===== src/rtl/fetch_unit_pkg.sv =====
// Shared types and defaults for the instruction-fetch stage.
package fetch_unit_pkg;

    localparam int FETCH_DW      = 16;
    localparam int FETCH_TIMEOUT = 15;

    typedef enum logic [2:0] {
        ST_IDLE  = 3'd0,
        ST_ISSUE = 3'd1,
        ST_REQ   = 3'd2,
        ST_HOLD  = 3'd3,
        ST_REDIR = 3'd4,
        ST_KILL  = 3'd5
    } state_t;

endpackage


===== src/rtl/fetch_unit_if.sv =====
// PC, instruction-memory, redirect and decode signals of the fetch stage.
// The master modport is the fetch unit; slave is PC/memory/decode.
interface fetch_unit_if
    import fetch_unit_pkg::*;
#(
    parameter int DW = FETCH_DW
) ();

    logic          enable;
    logic [DW-1:0] pc_addr;
    logic          pc_inc;
    logic          pc_load;
    logic [DW-1:0] pc_in;
    logic          imem_req;
    logic [DW-1:0] imem_addr;
    logic          imem_ack;
    logic [DW-1:0] imem_rdata;
    logic          redirect;
    logic [DW-1:0] redirect_addr;
    logic [DW-1:0] instr;
    logic          instr_valid;
    logic          instr_ready;
    logic          fetch_err;

    modport master (
        input  enable, pc_addr, imem_ack, imem_rdata, redirect, redirect_addr, instr_ready,
        output pc_inc, pc_load, pc_in, imem_req, imem_addr, instr, instr_valid, fetch_err
    );

    modport slave (
        output enable, pc_addr, imem_ack, imem_rdata, redirect, redirect_addr, instr_ready,
        input  pc_inc, pc_load, pc_in, imem_req, imem_addr, instr, instr_valid, fetch_err
    );

endinterface


===== src/rtl/fetch_unit_timeout_ctr.sv =====
// Counts consecutive request cycles without an ack; tc flags the TIMEOUT-th such cycle.
// Combinational tc so the fetch FSM can drop the request on that same edge.
module fetch_timeout_ctr #(
    parameter int TIMEOUT = 15
) (
    input  logic clock,
    input  logic rst,
    input  logic clr,
    input  logic en,
    output logic tc
);

    localparam int CW = (TIMEOUT > 1) ? $clog2(TIMEOUT) : 1;

    logic [CW-1:0] cnt_q;
    logic [CW-1:0] cnt_d;

    always_comb begin
        cnt_d = cnt_q;
        if (clr) begin
            cnt_d = '0;
        end else if (en) begin
            cnt_d = cnt_q + 1'b1;
        end
    end

    always_ff @(posedge clock or posedge rst) begin
        if (rst) begin
            cnt_q <= '0;
        end else begin
            cnt_q <= cnt_d;
        end
    end

    assign tc = en && !clr && (cnt_q == CW'(TIMEOUT - 1));

endmodule


===== src/rtl/fetch_unit.sv =====
// Instruction fetch: PC -> imem read (req/ack) -> instruction register (valid/ready), all outputs registered.
// Data appears two cycles after ISSUE at best; decode stall holds the instruction and blocks new fetches.
module fetch_unit
    import fetch_unit_pkg::*;
#(
    parameter int DW      = FETCH_DW,
    parameter int TIMEOUT = FETCH_TIMEOUT
) (
    input  logic         clock,
    input  logic         rst,
    fetch_unit_if.master bus
);

    state_t        state_q, state_d;
    logic [DW-1:0] imem_addr_q, imem_addr_d;
    logic [DW-1:0] instr_q, instr_d;
    logic [DW-1:0] pc_in_q, pc_in_d;
    logic          imem_req_q, imem_req_d;
    logic          instr_valid_q, instr_valid_d;
    logic          pc_inc_q, pc_inc_d;
    logic          pc_load_q, pc_load_d;
    logic          fetch_err_q, fetch_err_d;

    logic tmo_en;
    logic tmo_tc;
    logic can_fetch;
    logic capture;

    assign tmo_en    = imem_req_q && !bus.imem_ack;
    assign can_fetch = bus.enable && !fetch_err_q;
    // A redirect in the ack cycle makes the returned word stale.
    assign capture   = (state_q == ST_REQ) && bus.imem_ack && !bus.redirect;

    fetch_timeout_ctr #(
        .TIMEOUT (TIMEOUT)
    ) u_tmo (
        .clock (clock),
        .rst   (rst),
        .clr   (!tmo_en),
        .en    (tmo_en),
        .tc    (tmo_tc)
    );

    always_ff @(posedge clock or posedge rst) begin
        if (rst) begin
            state_q       <= ST_IDLE;
            imem_addr_q   <= '0;
            instr_q       <= '0;
            pc_in_q       <= '0;
            imem_req_q    <= 1'b0;
            instr_valid_q <= 1'b0;
            pc_inc_q      <= 1'b0;
            pc_load_q     <= 1'b0;
            fetch_err_q   <= 1'b0;
        end else begin
            state_q       <= state_d;
            imem_addr_q   <= imem_addr_d;
            instr_q       <= instr_d;
            pc_in_q       <= pc_in_d;
            imem_req_q    <= imem_req_d;
            instr_valid_q <= instr_valid_d;
            pc_inc_q      <= pc_inc_d;
            pc_load_q     <= pc_load_d;
            fetch_err_q   <= fetch_err_d;
        end
    end

    // An outstanding request can never be withdrawn, so a redirect during it parks in KILL.
    always_comb begin
        state_d = state_q;
        if (tmo_tc) begin
            state_d = ST_IDLE;
        end else if (bus.redirect) begin
            state_d = (imem_req_q && !bus.imem_ack) ? ST_KILL : ST_REDIR;
        end else begin
            unique case (state_q)
                ST_IDLE:  if (can_fetch) state_d = ST_ISSUE;
                ST_ISSUE: state_d = ST_REQ;
                ST_REQ:   if (bus.imem_ack) state_d = ST_HOLD;
                ST_HOLD:  if (bus.instr_ready) state_d = can_fetch ? ST_ISSUE : ST_IDLE;
                ST_REDIR: state_d = can_fetch ? ST_ISSUE : ST_IDLE;
                ST_KILL:  if (bus.imem_ack) state_d = can_fetch ? ST_ISSUE : ST_IDLE;
                default:  state_d = ST_IDLE;
            endcase
        end
    end

    always_comb begin
        imem_req_d    = (state_d == ST_REQ) || (state_d == ST_KILL);
        imem_addr_d   = (state_q == ST_ISSUE) ? bus.pc_addr : imem_addr_q;
        instr_d       = capture ? bus.imem_rdata : instr_q;
        pc_inc_d      = capture;
        instr_valid_d = instr_valid_q && !bus.instr_ready;
        if (capture) begin
            instr_valid_d = 1'b1;
        end
        if (bus.redirect || tmo_tc) begin
            instr_valid_d = 1'b0;
        end
        pc_load_d   = bus.redirect;
        pc_in_d     = bus.redirect ? bus.redirect_addr : pc_in_q;
        fetch_err_d = fetch_err_q || tmo_tc;
    end

    assign bus.imem_req    = imem_req_q;
    assign bus.imem_addr   = imem_addr_q;
    assign bus.instr       = instr_q;
    assign bus.instr_valid = instr_valid_q;
    assign bus.pc_inc      = pc_inc_q;
    assign bus.pc_load     = pc_load_q;
    assign bus.pc_in       = pc_in_q;
    assign bus.fetch_err   = fetch_err_q;

endmodule


===== src/flat_wrapper.sv =====
// flat-port wrapper written by rule: the top's interface ports become plain ports
module fetch_unit_flat import fetch_unit_pkg::*;
#(
    parameter int DW      = FETCH_DW,
    parameter int TIMEOUT = FETCH_TIMEOUT
)
  (clock, rst, bus_enable, bus_pc_addr, bus_imem_ack, bus_imem_rdata, bus_redirect, bus_redirect_addr, bus_instr_ready, bus_pc_inc, bus_pc_load, bus_pc_in, bus_imem_req, bus_imem_addr, bus_instr, bus_instr_valid, bus_fetch_err);
  fetch_unit_if #(.DW(DW)) bus_i ();
  input  logic clock;
  input  logic rst;
  input wire logic [$bits(bus_i.enable)-1:0] bus_enable;
  input wire logic [$bits(bus_i.pc_addr)-1:0] bus_pc_addr;
  input wire logic [$bits(bus_i.imem_ack)-1:0] bus_imem_ack;
  input wire logic [$bits(bus_i.imem_rdata)-1:0] bus_imem_rdata;
  input wire logic [$bits(bus_i.redirect)-1:0] bus_redirect;
  input wire logic [$bits(bus_i.redirect_addr)-1:0] bus_redirect_addr;
  input wire logic [$bits(bus_i.instr_ready)-1:0] bus_instr_ready;
  output wire logic [$bits(bus_i.pc_inc)-1:0] bus_pc_inc;
  output wire logic [$bits(bus_i.pc_load)-1:0] bus_pc_load;
  output wire logic [$bits(bus_i.pc_in)-1:0] bus_pc_in;
  output wire logic [$bits(bus_i.imem_req)-1:0] bus_imem_req;
  output wire logic [$bits(bus_i.imem_addr)-1:0] bus_imem_addr;
  output wire logic [$bits(bus_i.instr)-1:0] bus_instr;
  output wire logic [$bits(bus_i.instr_valid)-1:0] bus_instr_valid;
  output wire logic [$bits(bus_i.fetch_err)-1:0] bus_fetch_err;
  assign bus_i.enable = bus_enable;
  assign bus_i.pc_addr = bus_pc_addr;
  assign bus_i.imem_ack = bus_imem_ack;
  assign bus_i.imem_rdata = bus_imem_rdata;
  assign bus_i.redirect = bus_redirect;
  assign bus_i.redirect_addr = bus_redirect_addr;
  assign bus_i.instr_ready = bus_instr_ready;
  assign bus_pc_inc = bus_i.pc_inc;
  assign bus_pc_load = bus_i.pc_load;
  assign bus_pc_in = bus_i.pc_in;
  assign bus_imem_req = bus_i.imem_req;
  assign bus_imem_addr = bus_i.imem_addr;
  assign bus_instr = bus_i.instr;
  assign bus_instr_valid = bus_i.instr_valid;
  assign bus_fetch_err = bus_i.fetch_err;
  fetch_unit #(.DW(DW), .TIMEOUT(TIMEOUT)) u_core (.clock(clock), .rst(rst), .bus(bus_i));
endmodule

===== config.mk =====
export PLATFORM = sky130hd
export DESIGN_NAME = fetch_unit_flat
export DESIGN_NICKNAME = d
export VERILOG_FILES = /design/src/rtl/fetch_unit_pkg.sv /design/src/rtl/fetch_unit_if.sv /design/src/rtl/fetch_unit_timeout_ctr.sv /design/src/rtl/fetch_unit.sv /design/src/flat_wrapper.sv
export SDC_FILE = /design/constraint.sdc
export NUM_CORES = 1
export LEC_CHECK = 0
export CORE_ASPECT_RATIO = 0.7
export CORE_MARGIN = 2
export CORE_UTILIZATION = 45
export CTS_CLUSTER_DIAMETER = 50
export CTS_CLUSTER_SIZE = 16
export DETAILED_ROUTE_END_ITERATION = 8
export GPL_ROUTABILITY_DRIVEN = 0
export PLACE_DENSITY = 0.84
export SYNTH_ARGS = -nofsm -noshare
export SYNTH_HDL_FRONTEND = slang
export SYNTH_SLANG_ARGS = --single-unit
export TNS_END_PERCENT = 20

===== constraint.sdc =====
create_clock -name clock -period 4.99 [get_ports clock]
set_input_delay 1.497 -clock clock [delete_from_list [all_inputs] [get_ports clock]]
set_output_delay 1.497 -clock clock [all_outputs]
set_load 0.02 [all_outputs]

# After elaboration in Yosys (flattened, before gate mapping)
# Cells that the tools add are included.
# op_classes
add_sub_neg	1
eq_ne	8
mux	12
reduce_logical	14
# op_table
operator	n
$mux W3	6
$pmux W3 S6	1
$eq A3 B2 Y1 const B	3
$eq A3 B3 Y1 const B	3
$logic_and A1 B1 Y1	6
$add A4 B1 Y4 const B	1
$eq A4 B4 Y1 const B	1
$logic_not A1 Y1	4
$mux W1	4
$mux W4	1
$eq A3 B1 Y1 const B	1
$logic_not A3 Y1	1
$logic_or A1 B1 Y1	3
# totals
register_bits	60
out_inout_bits	53
elab_cells	45

# Depth between registers and ports, before layout
# Gate-level depths: netlist of the first run.
# depth
ltp_word	9
depth_mapped	6

# Modules after synthesis
# A second synthesis of the first run with hierarchy kept.
# unflattened
hier_cells	159
hier_area_um2	2429.8
# by_module_without_submodules
mod	n_inst	cells_each	area_each_um2	seq_area_each_um2
fetch_unit	1	136	2192.1	1401.3
fetch_timeout_ctr	1	23	237.7	100.1

# Worst setup path after synthesis of the first run
# No wires, ideal clock.
# synth_path
kind	input to register
start	input port bus_imem_ack
end	register u_core.instr_q[0] (netlist: u_core.bus.instr[0])
setup_ns	0.125
arrival_time_ns	2.264
required_time_ns	4.865
slack_ns	2.601
stages	4
n_path_buf	1
path_cell_list	nand4bb_4 -> nor2_8 -> buf_12 -> mux2_4
# synth_between
elab_chain_len	2
# synth_lines
element	line_no	rtl
start: declaration	flat_wrapper.sv:13	input wire logic [$bits(bus_i.imem_ack)-1:0] bus_imem_ack;
$logic_and A1 B1 Y1 (2 in series)	fetch_unit.sv:32	assign capture = (state_q == ST_REQ) && bus.imem_ack && !bus.redirect;
net u_core.capture	fetch_unit.sv:27	logic capture;
end signal: assignment	fetch_unit.sv:58	instr_q <= instr_d;
end: declaration	fetch_unit.sv:16	logic [DW-1:0] instr_q, instr_d;
# The timed path passes the listed nets, and every way through them passes these cells.
# A chain may end at the register's enable or synchronous reset.

# Worst setup path after layout of the first run
# layout_path
start	input port bus_redirect
end	register u_core.instr_q[11] (netlist: u_core.bus.instr[11])
# layout_between
elab_chain_len	2
# layout_lines
element	line_no	rtl
start: declaration	flat_wrapper.sv:15	input wire logic [$bits(bus_i.redirect)-1:0] bus_redirect;
$logic_not A1 Y1	fetch_unit.sv:32	
$logic_and A1 B1 Y1	fetch_unit.sv:32	
# No other way between the ends.

==> run metrics, run 1 <==
status finished clean; nets@finish 318; grt peak-use layer met2; GRT overflow 0; post-synth net total about 200; Max Cap Viol 0; met2 Usage GRT 28.98%; Peak Freq ~310 MHz; sequential share of the synthesized area approximately 63%; Finished Core Util roughly 72%; Syn Inst Count between 100 and 150; largest stage delay on the critical path between 0.9 and 1 ns; commonest cells after routing, fill and taps aside 106 x clkdlybuf4s50_1, 60 x dfrtp_1, 39 x mux2_2, 10 x clkbuf_8, 9 x mux2_4; final setup TNS 0 ns; CTS hold repair buffers 0; commonest non-fill, non-tap cell in the layout clkdlybuf4s50_1; RSZ-0062 raised after global routing no; Buf+Inv Stages, Crit Path 1; total number of vias about 1.6k; Clock Skew about 0.0046 ns; Skew-Pair Late Insertion Delay about 0.33 ns; WP data required ~5.2 ns; Critical Path End Type flip-flop; Pleak between 0.0015 and 0.002 uW; worst slew pin tran roughly 1.0 ns; minimum clock period ~3.2 ns; synthesis-to-finish area growth 55.96%; CTS Sinks 60; CTS Buf Count 9; synth warn 0; n_diodes 0; worst reg2reg path endpoint u_core.bus.imem_addr[15]; Routed WL per cell roughly 15 um; All-Layer GR Usage between 10% and 20%; Detail Route Antenna Nets 0; Hold Crit Class reg -> reg; Hold Path Origin u_core.u_tmo.cnt_q[0]; crit path DAT around 3.4 ns; dominant synthesized flop cell dfrtp_1; Starting DRT DRC Count 58; synthesized area per cell about 16 sq um; slew margin rel. between 30% and 40%; Final Hold Viols 0; slowest CP cell clkdlybuf4s50_1; pin count of the biggest net entering global routing 37; Post-CTS Setup Inserts 0; Post-DP HPWL between 3000 and 4000 um; Starting Density a little under half; Die Span X 91.19 um; Avg Vias per Cell ~4.8; worst path cell trace clkdlybuf4s50_1 -> nor2_8 -> mux2_2; layout cells sized above 1 roughly 27%; Filler cells 378; crit-path leading delay family buffers and inverters; Post-synth EDFFs 0; PD cells 398.6 nW/um^2; reg2reg setup slack between 3 and 4 ns; Worst R2R Start u_core.state_q[1]; DRC violation count after routing 0; asr flop ratio synth 100.0%; TritonRoute pass-1 iters 3; CORE AREA about 5200 sq um; Distinct cells, synth 30; Die ar. around 5900 sq um; Site Rows 22; CTS tree yes; met1 Track Usage GR between 20% and 30%; Ports between 100 and 150; post-synthesis register bit count 60; clk root buf clkbuf_8; post-cts sizing count 0; worst reg-to-reg path cell count 2; Critical Path Fanout Max 22; GR met3 Demand/Resource roughly 8.0%; Final period util a little under two thirds; Longest Clk Path Bufs 2; global-route wire length before repair 8445 um; Startpoint Class input pin; initial antenna violation count 0; Worst-path clk slew about 0.07 ns; final wirelength 4975 um; Netlist Area Pre-Place between 2000 and 2500 sq um; Slew Limit Fails 0; final setup violation count 0; number of port buffers ~110; CP Class in -> reg; # H-tree levels 3; hold depth 1; worst IR drop on VDD 0.0002210 V; vias in the first global route 1,720; Die Ht between 60 and 70 um; worst hold endpoint u_core.u_tmo.cnt_q[0]
-- cells in the mapped netlist, types with 2 or more instances --
cell | n | area (sq um)
a211oi_1 | 2 | 15.01
a21oi_1 | 2 | 10.01
dfrtp_1 | 60 | 1501
ha_1 | 2 | 25.02
inv_1 | 2 | 7.510
mux2_2 | 39 | 439.2
mux2_4 | 9 | 135.1
nand2b_1 | 2 | 12.51
nand3_1 | 3 | 15.01
nor2_1 | 7 | 26.28
-- cell type report --
cell class                      count  area, sq um  area share (%)
Inverter                            3        11.26          0.3015
Timing Repair Buffer              107         1069           28.61
Multi-Input combinational cell     81        838.3           22.45
Tap cell                           72        90.09           2.412
Sequential cell                    60         1501           40.20
Clock inverter                      6        87.58           2.345
Clock buffer                       10        137.6           3.685
-- report_power, final --
| part | total (uW) | internal, uW | switching [uW] | leakage [uW] |
|---|---|---|---|---|
| sequential | 606 | 563 | 42.2 | 0.000748 |
| clock | 480 | 293 | 186 | 0.000105 |
| combinational | 404 | 232 | 172 | 0.000740 |
-- metrics by stage --
stage / instances / cell area, sq um / power, uW / hold WS, ns / setup slack (ns)
floorplan: 148 / 2395 / 807.1 / 0.4490 / 2.008
global placement: 323 / 3510 / 1014 / 0.4722 / 1.454
detailed placement: 323 / 3510 / 1021 / 0.4780 / 1.451
CTS: 339 / 3735 / 1506 / 0.4869 / 1.816
global route: 339 / 3735 / 1560 / 0.5080 / 1.699
finish: 339 / 3735 / 1489 / 0.4791 / 1.809
-- cell families (layout without fill, tap and decap cells) --
logic type      Yosys count  after routing  synth area share, %
buf+inv                   7            126                2.299
compound gates            6              6                1.619
flops                    60             60                62.70
xor+xnor                  2              2               0.7316
mux                      48             48                23.98
fa+ha+maj                 2              2                1.045
simple gates             23             23                7.629
-- sequential cells by signal, summed over array words and instances, names as in the netlist --
signal,count
u_core.bus.instr,16
u_core.u_tmo.cnt_q,4
u_core.bus.instr_valid,1
u_core.bus.imem_req,1
u_core.bus.pc_load,1
u_core.bus.pc_in,16
u_core.state_q,3
u_core.bus.fetch_err,1
u_core.bus.pc_inc,1
u_core.bus.imem_addr,16
-- layer usage --
layer	vias to the layer above	routed length [um]
met4	0	27
li1	753	-
met5	-	0
met1	788	2336
met2	73	2197
met3	4	413
-- worst register-to-register path: cells and delay by family, from the launching register on --
| family | cells | cell delay [ns] |
|---|---|---|
| muxes | 1 | 0.42 |
| and+or+nand+nor | 1 | 0.69 |
| DFF | 1 | 0.49 |
-- how the worst max path moves through the flow --
stage	from	end	cells past startpoint
6_report	bus_redirect	u_core.bus.instr[11]	3
5_1_grt	bus_redirect	u_core.bus.instr[13]	3
4_1_cts	bus_redirect	u_core.bus.instr[11]	3
3_5_place_dp	bus_redirect	u_core.bus.instr[8]	3
3_3_place_gp	bus_redirect	u_core.bus.instr[12]	3
2_1_floorplan	rst	u_core.bus.fetch_err	1
No activity file was read; power rests on OpenSTA's default activity.
==> inputs of run 2 (changes only) <==
Settings changed: CORE_UTILIZATION 45 to 41, PLACE_DENSITY 0.84 to 0.78.
Clock period 4.99 ns to 3.05 ns, I/O delays scaled along.
==> run metrics, run 2 (synthesis results as in run 1) <==
status finished clean; Starting Density 42.24% (-4.0 points); vias in the first global route 1,684 (-2.1%); total number of vias 1,616 (-0.12%); CORE AREA 5669 sq um (+9.6%); crit-path leading delay family buffers and inverters; Die Span X 95.35 um (+4.6%); Buf+Inv Stages, Crit Path 1 (unchanged); Longest Clk Path Bufs 2 (unchanged); n_diodes 0 (unchanged); CP Class reg -> out; Peak Freq 445.8 MHz; Ports 107 (unchanged); Worst-path clk slew 0.06 ns (about the same); Die ar. 6478 sq um (+9.2%); All-Layer GR Usage 16.46% (-2.2 points); WP data required 2.13 ns (-3.08 ns); worst IR drop on VDD 0.0002859 V (+29%); commonest cells after routing, fill and taps aside 106 x clkdlybuf4s50_1, 60 x dfrtp_1, 39 x mux2_2, 10 x clkbuf_8, 9 x mux2_4; Startpoint Class flip-flop; clk root buf clkbuf_8; initial antenna violation count 0 (unchanged); dpl cell area 3533 sq um (+0.68%); TritonRoute pass-1 iters 4 (+1); global-route wire length before repair 7817 um (-7.4%); Max Cap Viol 0 (unchanged); Routed WL per cell 14.05 um (-4.2%); worst slew pin tran 0.7502 ns (-0.2917 ns); Slew Limit Fails 0 (unchanged); Pleak 0.001589 uW (-0.23%); Power Total 2337 uW (+57%); # H-tree levels 3 (unchanged); Die Ht 67.94 um (+4.5%); Avg Vias per Cell 4.725 (-1.0%); RSZ-0062 raised after global routing no; slowest CP cell clkdlybuf4s50_1; Final period util between 70% and 80%; largest stage delay on the critical path 0.62 ns (-0.32 ns); Final Hold Viols 0 (unchanged); nets@finish 319 (+0.31%); Skew-Pair Late Insertion Delay 0.33 ns (about the same); CTS tree yes; synthesis-to-finish area growth 55.54%; CTS Buf Count 9 (unchanged); CTS hold repair buffers 0 (unchanged); DRC violation count after routing 0 (unchanged); Hold Crit Class reg -> reg; fin area 3725 sq um (-0.27%); post-cts sizing count 0 (unchanged); worst path cell trace clkdlybuf4s50_1; Clock Skew 0.006214 ns (+0.001586 ns); Post-DP HPWL 3536 um (-2.2%); CTS Sinks 60 (unchanged); Filler cells 421 (+11%); crit path DAT 1.33 ns (-2.07 ns); PD cells 627.4 nW/um^2 (+57%); slew margin rel. 49.93% (+20 points); Site Rows 23 (+4.5%); Detail Route Antenna Nets 0 (unchanged); minimum clock period 2.243 ns; pin count of the biggest net entering global routing 38 (+2.7%); layout cells sized above 1 26.59% (-0.37 points); commonest non-fill, non-tap cell in the layout clkdlybuf4s50_1; Critical Path Fanout Max 2 (-91%); Post-CTS Setup Inserts 0 (unchanged); Starting DRT DRC Count 41 (-29%); number of port buffers 106 (unchanged); final setup violation count 0 (unchanged); final wirelength 4806 um (-3.4%); Critical Path End Type output port; GRT overflow 0 (unchanged); final setup TNS 0 ns (unchanged)
-- run 2: cell count changes in the layout (fill, tap and decap cells not counted), sizes merged --
cell      previous run  this run
buf                  1         2
bufinv               2         1
clkbuf              10        11
clkinvlp             3         2
-- run 2: area by class of cell --
class,count,area (sq um),share of cell area (%)
multi-input combinational,81,838.3,22.51
clock buffer,11,141.4,3.796
inverter,3,11.26,0.3023
sequential,60,1501,40.31
clock inverter,4,50.05,1.344
tap,75,93.84,2.519
timing repair buffer,108,1089,29.22
-- run 2: path summary, 6_finish.rpt --
kind	startpoint	endpoint	slack, ns	cells after the start
min in group asynchronous	rst	u_core.bus.imem_addr[0]	0.94	2
max	u_core.bus.imem_req	bus_imem_req	0.81	1
max reg2reg	u_core.state_q[1]	u_core.bus.imem_addr[2]	1.34	2
min reg2reg	u_core.u_tmo.cnt_q[0]	u_core.u_tmo.cnt_q[0]	0.48	1
max in group asynchronous	rst	u_core.bus.fetch_err	1.55	3
min	u_core.u_tmo.cnt_q[0]	u_core.u_tmo.cnt_q[0]	0.48	1
-- run 2: per-stage QoR --
| step | cells | hold WS, ns | worst slack (ns) | utilization, % |
|---|---|---|---|---|
| 3_5_place_dp | 327 | 0.4754 | 0.4983 | 62.33 |
| 5_1_grt | 342 | 0.4991 | 0.7310 | 65.70 |
| 4_1_cts | 342 | 0.4836 | 0.7742 | 65.70 |
| 6_report | 342 | 0.4787 | 0.8068 | 65.70 |
| 2_1_floorplan | 148 | 0.4490 | 0.6503 | - |
| 3_3_place_gp | 327 | 0.4742 | 0.5176 | 62.33 |
-- run 2: power by group --
| group | switching, uW | internal [uW] |
|---|---|---|
| clock network | 292 | 393 |
| registers | 71.6 | 922 |
| logic | 277 | 382 |
-- run 2: metal layers --
layer | routed length, um | GRT usage, %
met5 | 0 | 0
met4 | 61 | 6.522
met3 | 380 | 7.819
met2 | 2237 | 26.06
met1 | 2126 | 19.60
